File: src/rtl/mmio_bus_arbiter.sv
// mmio_bus_arbiter: two-master round-robin arbiter for the shared SoC MMIO bus.
// Grants ownership with a bounded burst, drives the shared bus from the owner,
// registers the region of each accepted read and routes the one-cycle-latency
// read data back to the master that issued it.
// Optional feature macro: MMIO_ARB_DECERR_EN (sticky dec_err flag and
// 32'hDEAD_BEEF read data for unmapped accesses).
//
// Handshake: a master holds mX_req (with addr/wdata/we/mask stable) until the
// beat is accepted; a beat is accepted at every posedge where mX_req & mX_gnt.
// Read data for an accepted read is valid for exactly the one cycle following
// acceptance, qualified by mX_rvalid; there is no back-pressure on returns.
module mmio_bus_arbiter #(
  parameter int          MAX_BURST = 8,
  parameter logic [31:0] BRAM_BASE = 32'h0000_0000,
  parameter logic [31:0] BRAM_TOP  = 32'h0000_07FF,
  parameter logic [31:0] GPIO_BASE = 32'hFFFF_FFF0,
  parameter logic [31:0] GPIO_TOP  = 32'hFFFF_FFF3
) (
  input  logic        clk,
  input  logic        reset_n,
  input  logic        m0_req,
  input  logic [31:0] m0_addr,
  input  logic [31:0] m0_wdata,
  input  logic        m0_we,
  input  logic [3:0]  m0_mask,
  output logic        m0_gnt,
  output logic [31:0] m0_rdata,
  output logic        m0_rvalid,
  input  logic        m1_req,
  input  logic [31:0] m1_addr,
  input  logic [31:0] m1_wdata,
  input  logic        m1_we,
  input  logic [3:0]  m1_mask,
  output logic        m1_gnt,
  output logic [31:0] m1_rdata,
  output logic        m1_rvalid,
  output logic [31:0] bus_addr,
  output logic [31:0] bus_wdata,
  output logic        bus_we,
  output logic [3:0]  bus_mask,
  input  logic [31:0] bram_rdata,
  input  logic [31:0] gpio_rdata,
  output logic        dec_err,
  output logic [1:0]  dbgState
);

  typedef enum logic [1:0] {
    IDLE = 2'd0,
    OWN0 = 2'd1,
    OWN1 = 2'd2
  } ownerT;

  typedef enum logic [1:0] {
    RG_NONE = 2'd0,
    RG_BRAM = 2'd1,
    RG_GPIO = 2'd2
  } regionT;

  localparam logic [8:0] MAX_CNT = 9'(MAX_BURST);

`ifdef MMIO_ARB_DECERR_EN
  localparam logic [31:0] UNMAPPED_DATA = 32'hDEAD_BEEF;
`else
  localparam logic [31:0] UNMAPPED_DATA = 32'h0000_0000;
`endif

  ownerT       ownerQ, ownerD;
  logic        lastWinnerQ, lastWinnerD;
  logic [7:0]  beatCntQ, beatCntD;
  logic        rdPendQ;
  logic        rdMasterQ;
  regionT      rdRegionQ;

  logic        curIdx;
  logic        curReq;
  logic        othReq;
  logic        accept;
  logic        readAccept;
  logic [8:0]  cntInc;
  regionT      busRegion;
  logic [31:0] regionData;

  // Owner index and request view, so both OWN states share one rule set.
  assign curIdx     = (ownerQ == OWN1);
  assign curReq     = curIdx ? m1_req : m0_req;
  assign othReq     = curIdx ? m0_req : m1_req;
  assign accept     = (ownerQ != IDLE) && curReq;
  assign readAccept = accept && !bus_we;
  assign cntInc     = {1'b0, beatCntQ} + 9'd1;

  // Next owner, tie-break memory and burst counter.
  always_comb begin
    ownerD      = ownerQ;
    lastWinnerD = lastWinnerQ;
    beatCntD    = beatCntQ;
    case (ownerQ)
      IDLE: begin
        beatCntD = 8'd0;
        if (m0_req && m1_req) begin
          // Tie: the master that did not win last time takes the bus.
          ownerD      = lastWinnerQ ? OWN0 : OWN1;
          lastWinnerD = !lastWinnerQ;
        end else if (m0_req) begin
          ownerD      = OWN0;
          lastWinnerD = 1'b0;
        end else if (m1_req) begin
          ownerD      = OWN1;
          lastWinnerD = 1'b1;
        end
      end
      OWN0, OWN1: begin
        if (curReq) begin
          // Burst exhausted (or already saturated) and the other side waits.
          if ((cntInc >= MAX_CNT) && othReq) begin
            ownerD      = curIdx ? OWN0 : OWN1;
            lastWinnerD = !curIdx;
            beatCntD    = 8'd0;
          end else if (cntInc >= MAX_CNT) begin
            beatCntD = MAX_CNT[7:0];
          end else begin
            beatCntD = cntInc[7:0];
          end
        end else begin
          beatCntD = 8'd0;
          if (othReq) begin
            ownerD      = curIdx ? OWN0 : OWN1;
            lastWinnerD = !curIdx;
          end else begin
            ownerD = IDLE;
          end
        end
      end
      default: begin
        ownerD   = IDLE;
        beatCntD = 8'd0;
      end
    endcase
  end

  // Arbitration and read-return state registers.
  always_ff @(posedge clk) begin
    if (!reset_n) begin
      ownerQ      <= IDLE;
      lastWinnerQ <= 1'b1;
      beatCntQ    <= 8'd0;
      rdPendQ     <= 1'b0;
      rdMasterQ   <= 1'b0;
      rdRegionQ   <= RG_NONE;
    end else begin
      ownerQ      <= ownerD;
      lastWinnerQ <= lastWinnerD;
      beatCntQ    <= beatCntD;
      rdPendQ     <= readAccept;
      if (readAccept) begin
        rdMasterQ <= curIdx;
        rdRegionQ <= busRegion;
      end
    end
  end

  // Shared bus driven from the current owner; all zero while idle.
  always_comb begin
    bus_addr  = 32'h0;
    bus_wdata = 32'h0;
    bus_mask  = 4'h0;
    bus_we    = 1'b0;
    if (ownerQ == OWN0) begin
      bus_addr  = m0_addr;
      bus_wdata = m0_wdata;
      bus_mask  = m0_mask;
      bus_we    = m0_we & m0_req;
    end else if (ownerQ == OWN1) begin
      bus_addr  = m1_addr;
      bus_wdata = m1_wdata;
      bus_mask  = m1_mask;
      bus_we    = m1_we & m1_req;
    end
  end

  // Region decode; offset compares keep the bounds check wrap-safe.
  always_comb begin
    busRegion = RG_NONE;
    if ((bus_addr - BRAM_BASE) <= (BRAM_TOP - BRAM_BASE)) begin
      busRegion = RG_BRAM;
    end else if ((bus_addr - GPIO_BASE) <= (GPIO_TOP - GPIO_BASE)) begin
      busRegion = RG_GPIO;
    end
  end

  // Read-data mux selected by the region captured at acceptance.
  always_comb begin
    regionData = UNMAPPED_DATA;
    case (rdRegionQ)
      RG_BRAM: regionData = bram_rdata;
      RG_GPIO: regionData = gpio_rdata;
      default: regionData = UNMAPPED_DATA;
    endcase
  end

  // A return that coincides with reset is suppressed, not delivered late.
  assign m0_gnt    = (ownerQ == OWN0);
  assign m1_gnt    = (ownerQ == OWN1);
  assign m0_rvalid = rdPendQ && reset_n && !rdMasterQ;
  assign m1_rvalid = rdPendQ && reset_n && rdMasterQ;
  assign m0_rdata  = m0_rvalid ? regionData : 32'h0;
  assign m1_rdata  = m1_rvalid ? regionData : 32'h0;
  assign dbgState  = ownerQ;

`ifdef MMIO_ARB_DECERR_EN
  logic decErrQ;

  // Sticky flag for any accepted beat that decodes to no slave.
  always_ff @(posedge clk) begin
    if (!reset_n) begin
      decErrQ <= 1'b0;
    end else if (accept && (busRegion == RG_NONE)) begin
      decErrQ <= 1'b1;
    end
  end

  assign dec_err = decErrQ;
`else
  assign dec_err = 1'b0;
`endif

endmodule

File: config.mk
export PLATFORM = sky130hd
export DESIGN_NAME = mmio_bus_arbiter
export DESIGN_NICKNAME = d
export VERILOG_FILES = /design/src/rtl/mmio_bus_arbiter.sv
export SDC_FILE = /design/constraint.sdc
export NUM_CORES = 1
export LEC_CHECK = 0
export ABC_AREA = 1
export CAP_MARGIN = 20
export CORE_AREA = 2 2 135 137
export DETAILED_ROUTE_END_ITERATION = 6
export DIE_AREA = 0 0 137 139
export PLACE_DENSITY_LB_ADDON = 0.15
export SETUP_SLACK_MARGIN = 0.15
export SKIP_CTS_REPAIR_TIMING = 1
export SYNTH_ARGS = -nofsm -noshare
export SYNTH_HDL_FRONTEND = slang
export SYNTH_SLANG_ARGS = --single-unit
File: constraint.sdc
create_clock -name clk -period 3.71 [get_ports clk]
set_input_delay 0.742 -clock clk [delete_from_list [all_inputs] [get_ports clk]]
set_output_delay 0.742 -clock clk [all_outputs]
set_load 0.005 [all_outputs]
==> results of run 1 <==
[through the flow]
step	util, %	cells
after floorplan	-	751
after global placement	42.1	1293
after detailed placement	42.1	1293
after CTS	42.5	1297
after global routing	42.5	1297
final	42.5	1297
[registers in the layout (all words and copies together) (netlist names)]
name         flops
beatCntQ         8
dbgState         2
lastWinnerQ      1
rdMasterQ        1
rdPendQ          1
rdRegionQ        2
[area by class of cell]
| cell class | count | share of cell area, % |
|---|---|---|
| Multi-Input combinational cell | 630 | 40.7 |
| Timing Repair Buffer | 354 | 47.2 |
| Clock buffer | 4 | 1.05 |
| Tap cell | 229 | 3.81 |
| Inverter | 65 | 3.25 |
| Sequential cell | 15 | 4.00 |
[worst max-delay path: stages]
cell,delay (ns)
clkdlybuf4s50_1,0.52
inv_1,0.13
nor3_1,0.25
inv_1,0.07
buf_4,0.24
nor2_1,0.16
clkdlybuf4s50_1,0.51
[report_power, final]
group	leakage (nW)	total, mW	internal, mW	switching (mW)
Combinational	2.85	2.92	1.35	1.57
Sequential	0.123	0.221	0.193	0.0282
Clock	0.0382	0.215	0.146	0.0689
[per-layer routing]
metal  routed length [um]  part of all wire [%]  GRT usage, %  vias to the layer above
li1                     -                     -             -                     3040
met1                 8760                    42          25.4                     2501
met2                10200                    49          37.9                      196
met3                 1500                   7.2          4.13                       28
met4                  367                   1.8          4.18                        8
met5                   63                  0.30             0                        -
[path summary, 6_finish.rpt]
kind / cells after the start / startpoint / slack [ns] / endpoint
hold / removal: 1 / beatCntQ[0]$_SDFF_PP0_ / 0.46 / beatCntQ[0]$_SDFF_PP0_
hold reg to reg: 1 / beatCntQ[0]$_SDFF_PP0_ / 0.46 / beatCntQ[0]$_SDFF_PP0_
setup reg to reg: 16 / dbgState[0]$_SDFFE_PN0P_ / 0.64 / rdRegionQ[1]$_SDFFE_PN0P_
setup / recovery: 7 / reset_n / 0.32 / m0_rdata[23]
[cell usage in the layout (no fill, tap or decap), types with 3 or more instances in the layout]
cell	Yosys	routed
clkdlybuf4s50_1	0	344
nand2_1	291	291
nor2_1	133	133
a22o_1	70	70
inv_1	62	62
nand3_1	56	56
nor2_2	16	15
dfxtp_1	15	15
nand4_1	11	11
o21ai_0	10	10
buf_4	4	8
a21oi_1	6	6
ha_1	8	6
nand2_2	5	5
xnor2_1	5	5
conb_1	1	5
nor2_4	2	3
nor3_1	3	3
clkbuf_16	0	3
[kinds of logic after synthesis]
family	after synthesis	synth area share (%)
and+or+nand+nor	521	56.8
buffers and inverters	106	12.0
AOI/OAI and AO/OA	91	19.3
DFF	15	7.95
adders and majority gates	8	2.65
xor gates and xnor gates	5	1.16
other	1	0.0993
==> metrics.md, run 1 <==
| Metric | Value |
|---|---|
| Clock Latency Late Sink | 0.25 ns |
| DRT Wirelength | 20900 um |
| Drt drc | 0 |
| Std cell rows | 49 |
| DRT antenna net count | 0 |
| GRT Total Usage | 20.9% |
| Worst setup margin | 0.324 ns |
| Boundary Pins | 346 |
| Max Buffers Root-to-Sink | 2 |
| Status | completed |
| Post-route clock skew | 0.00341 ns |
| Max Fclk | 295 MHz |
| Vias per cell | 4.45 |
| Initial antenna violation count | 4 |
| Largest net degree at the start of global routing | 52 |
| Nets | 1283 |
| Hpwl dp | 17600 um |
| Multi-input combinational cell area | 0.00306 mm^2 |
| Synth async-reset ratio | 0% |
| Synth Warn # | 0 |
| Area of the core | 0.0177 mm^2 |
| Die Wd | 137 um |
| Minimum clock period | 3.39 ns |
| CTS tree | yes |
| CP Class | in2out |
| Final Wtd Congestion | 0.932 |
| Largest area contributor in the netlist | nand2_1 |
| Startpoint Class | input pin |
| Count of unique library cells instantiated by Yosys | 32 |
| Period utilization | 91.3% |
| Clk slew on worst S/H paths | 0.05 ns |
| Pwr Density | 447 mW/mm^2 |
| Die Ht | 139 um |
| Placed Instance Area | 0.00743 mm^2 |
| Top post-synthesis cells by area | nand2_1 (29%), a22o_1 (16%), nor2_1 (13%), dfxtp_1 (8.0%), nand3_1 (7.4%) |
| Most instantiated library cell after synthesis | nand2_1 |
| Area growth syn-to-layout | 98.9% |
| Fillers | 1881 |
| Setup TNS | 0 ns |
| Final setup violation count | 0 |
| Initial Util | 21.4% |
| Yosys top cell area share | 28.9% |
| Fin. Hold Viols | 0 |
| CP endpoint kind | primary output |
| First-pass GRT wire length | 31400 um |
| Top FF cell, synth | dfxtp_1 |
| RSZ-0062 raised after global routing | no |
| Flops & latches, synth | 15 |
| Sequential standard cell area | 300 um^2 |
| Final hold slack | 0.462 ns |
| Drt pass-1 iters | 4 |
| Die area | 0.0190 mm^2 |
| Pre-CTS setup slack | 0.313 ns |
| Congestion Overflow GR | 0 |
| DR WL/cell | 16.1 um |
| Post-synth top cells | nand2_1 (291), nor2_1 (133), a22o_1 (70) |
| Initial drt markers | 165 |
| Fin. max-slew vios | 0 |
| Seq/Total Area, Yosys | 7.95% |
| CP arrival | 2.64 ns |
| Mapped Cells | 747 |
| Mapped cell area | 0.00378 mm^2 |
| Root Buffer Master | clkbuf_16 |
| Slew HR | 64.4% |
| Max-cap violation count | 0 |
| CTS buffer count | 3 |
| Buffers added on ports | 344 |
| Post-synth EDFFs | 0 |
| Htree depth | 1 |
| Share of cells above drive strength 1 | 4.03% |
| LEAKAGE | 3.01 nW |
| Actual slew at the worst max-slew pin | 0.529 ns |
| Diode count | 0 |
| CP required | 2.97 ns |
| CTS sink count | 15 |
| Hold/Removal Path Class | reg2reg |
| Vias in the first global route | 5589 |
| Routed via count | 5773 |
| Overall power | 3.35 mW |
| Final Cell Area | 0.00751 mm^2 |
| Syn Area/Cell | 5.06 um^2 |
| CP Max Fanout | 32 |
| Worst vdd ir | 0.246 mV |
Note: power is estimated with default switching activity, not from simulation.
==> inputs of run 2 (changes only) <==
--- a/config.mk
+++ b/config.mk
@@ -10,6 +10,8 @@
 export CORE_AREA = 2 2 135 137
 export DETAILED_ROUTE_END_ITERATION = 6
 export DIE_AREA = 0 0 137 139
+export HOLD_SLACK_MARGIN = 0.02
+export MAX_ROUTING_LAYER = met4
 export PLACE_DENSITY_LB_ADDON = 0.15
 export SETUP_SLACK_MARGIN = 0.15
 export SKIP_CTS_REPAIR_TIMING = 1
==> metrics.md, run 2 (synthesis results as in run 1) <==
| Metric | Value |
|---|---|
| Final setup violation count | 0 |
| Die Wd | 137 um |
| Initial Util | 21.4% |
| CTS tree | yes |
| Worst vdd ir | 0.244 mV |
| Actual slew at the worst max-slew pin | 0.569 ns |
| Root Buffer Master | clkbuf_16 |
| Startpoint Class | input pin |
| Gr busiest metal | met2 |
| DRT Wirelength | 21200 um |
| Commonest non-fill, non-tap cell in the layout | clkdlybuf4s50_1 |
| CP endpoint kind | primary output |
| Pwr Density | 447 mW/mm^2 |
| Period utilization | 91.5% |
| RSZ-0062 raised after global routing | no |
| Final core utilization | 42.7% |
| First-pass GRT wire length | 31100 um |
| Status | completed |
| Hpwl dp | 17900 um |
| Final Wtd Congestion | 0.924 |
| DRT antenna net count | 0 |
| Multi-input combinational cell area | 0.00306 mm^2 |
| Hold depth | 1 |
| Largest net degree at the start of global routing | 56 |
| Worst R2R Path Depth | 16 |
| LEAKAGE | 3.02 nW |
| Top reg by flops | beatCntQ |
| Std cell rows | 49 |
| Minimum clock period | 3.40 ns |
| CP Max Fanout | 32 |
| Clock share of power | 6.1% |
| GRT met3 Usage | 4.09% |
| Pint | 1.70 mW |
| Max-cap violation count | 0 |
| CP arrival | 2.65 ns |
| Clock Latency Late Sink | 0.24 ns |
| Reg power frac | 6.6% |
| Comb pwr share | 87.2% |
| Area growth syn-to-layout | 99.6% |
| Max Fclk | 294 MHz |
| Buffers added on ports | 344 |
| Max Buffers Root-to-Sink | 2 |
| WP depth | 7 |
| Vias per cell | 4.49 |
| Max reg flops | 8 |
| Slew HR | 62.0% |
| Net load switching power | 1.67 mW |
| CTS sink count | 15 |
| Post-route clock skew | 0.00265 ns |
| Boundary Pins | 346 |
| Crit-path cells | clkdlybuf4s50_1 -> inv_1 -> nor3_1 -> inv_1 -> buf_4 -> nor2_1 -> clkdlybuf4s50_1 |
| Share of cells above drive strength 1 | 4.21% |
| Met2 Use GR | 37.5% |
| CP Class | in2out |
| Initial antenna violation count | 4 |
| Sequential standard cell area | 300 um^2 |
| Most frequent cells in the layout | clkdlybuf4s50_1 (344), nand2_1 (291), nor2_1 (133) |
| Top cell family by delay on the critical path | buffers and inverters |
| GRT Total Usage | 21.5% |
| CP required | 2.97 ns |
| Setup TNS | 0 ns |
| Routed via count | 5854 |
| Area of the core | 0.0177 mm^2 |
| Fin. max-slew vios | 0 |
| Hold/Removal Path Class | reg2reg |
| DR WL/cell | 16.3 um |
| Congestion Overflow GR | 0 |
| Worst path buffer plus inverter count | 5 |
| CTS buffer count | 3 |
| Nets | 1285 |
| Fillers | 1929 |
| Initial drt markers | 249 |
| Drt pass-1 iters | 5 |
| Vias in the first global route | 5487 |
| Drt drc | 0 |
| Clk slew on worst S/H paths | 0.05 ns |
| Crit-path max cell delay | 0.53 ns |
| GR Util met1 | 25.5% |
| Final hold slack | 0.467 ns |
| Htree depth | 1 |
| Slowest stage cell, crit path | clkdlybuf4s50_1 |
| Switching share of total power | 49.6% |
| Fin. Hold Viols | 0 |
| Die area | 0.0190 mm^2 |
| Die Ht | 139 um |
==> run 2: changes by cell type in the layout (fill, tap and decap cells not counted), sizes merged <==
cell	change
diode	+4
buf	+2
==> run 2: final cells by class <==
class | instances | share of cell area, %
repair buffers | 356 | 47.2
multi-input cells | 630 | 40.6
flip-flops and latches | 15 | 3.98
well taps | 229 | 3.80
inverters | 65 | 3.24
clock buffers | 4 | 1.05
diodes | 4 | 0.133
==> run 2: power groups by stage <==
stage / combinational, mW / clock [mW] / sequential [mW]
floorplan: 1.57 / 0 / 0.217
global placement: 2.96 / 0 / 0.227
detailed placement: 2.95 / 0 / 0.227
CTS: 2.97 / 0.211 / 0.224
global route: 3.23 / 0.218 / 0.229
finish: 2.94 / 0.207 / 0.223
==> run 2: path summary, 6_finish.rpt <==
check                           slack, ns                      from                         to
worst max-delay path                 0.31                   reset_n               m1_rdata[16]
worst min-delay path                 0.47    beatCntQ[0]$_SDFF_PP0_     beatCntQ[0]$_SDFF_PP0_
worst max register to register       0.57  dbgState[1]$_SDFFE_PN0P_  rdRegionQ[1]$_SDFFE_PN0P_
worst min register to register       0.47    beatCntQ[0]$_SDFF_PP0_     beatCntQ[0]$_SDFF_PP0_
==> run 2: metrics by stage <==
step	std cells	power, mW	setup slack [ns]	area, um^2
CTS	1299	3.40	0.306	7530
global route	1303	3.68	0.179	7540
detailed placement	1295	3.18	0.313	7450
finish	1303	3.37	0.314	7540
floorplan	751	1.78	1.07	3790
global placement	1295	3.19	0.345	7450
==> run 2: routing by layer <==
layer | vias to the layer above | wire (um)
met5 | - | 0
met4 | 0 | 331
met3 | 20 | 1620
met2 | 219 | 10400
met1 | 2563 | 8880
li1 | 3052 | -
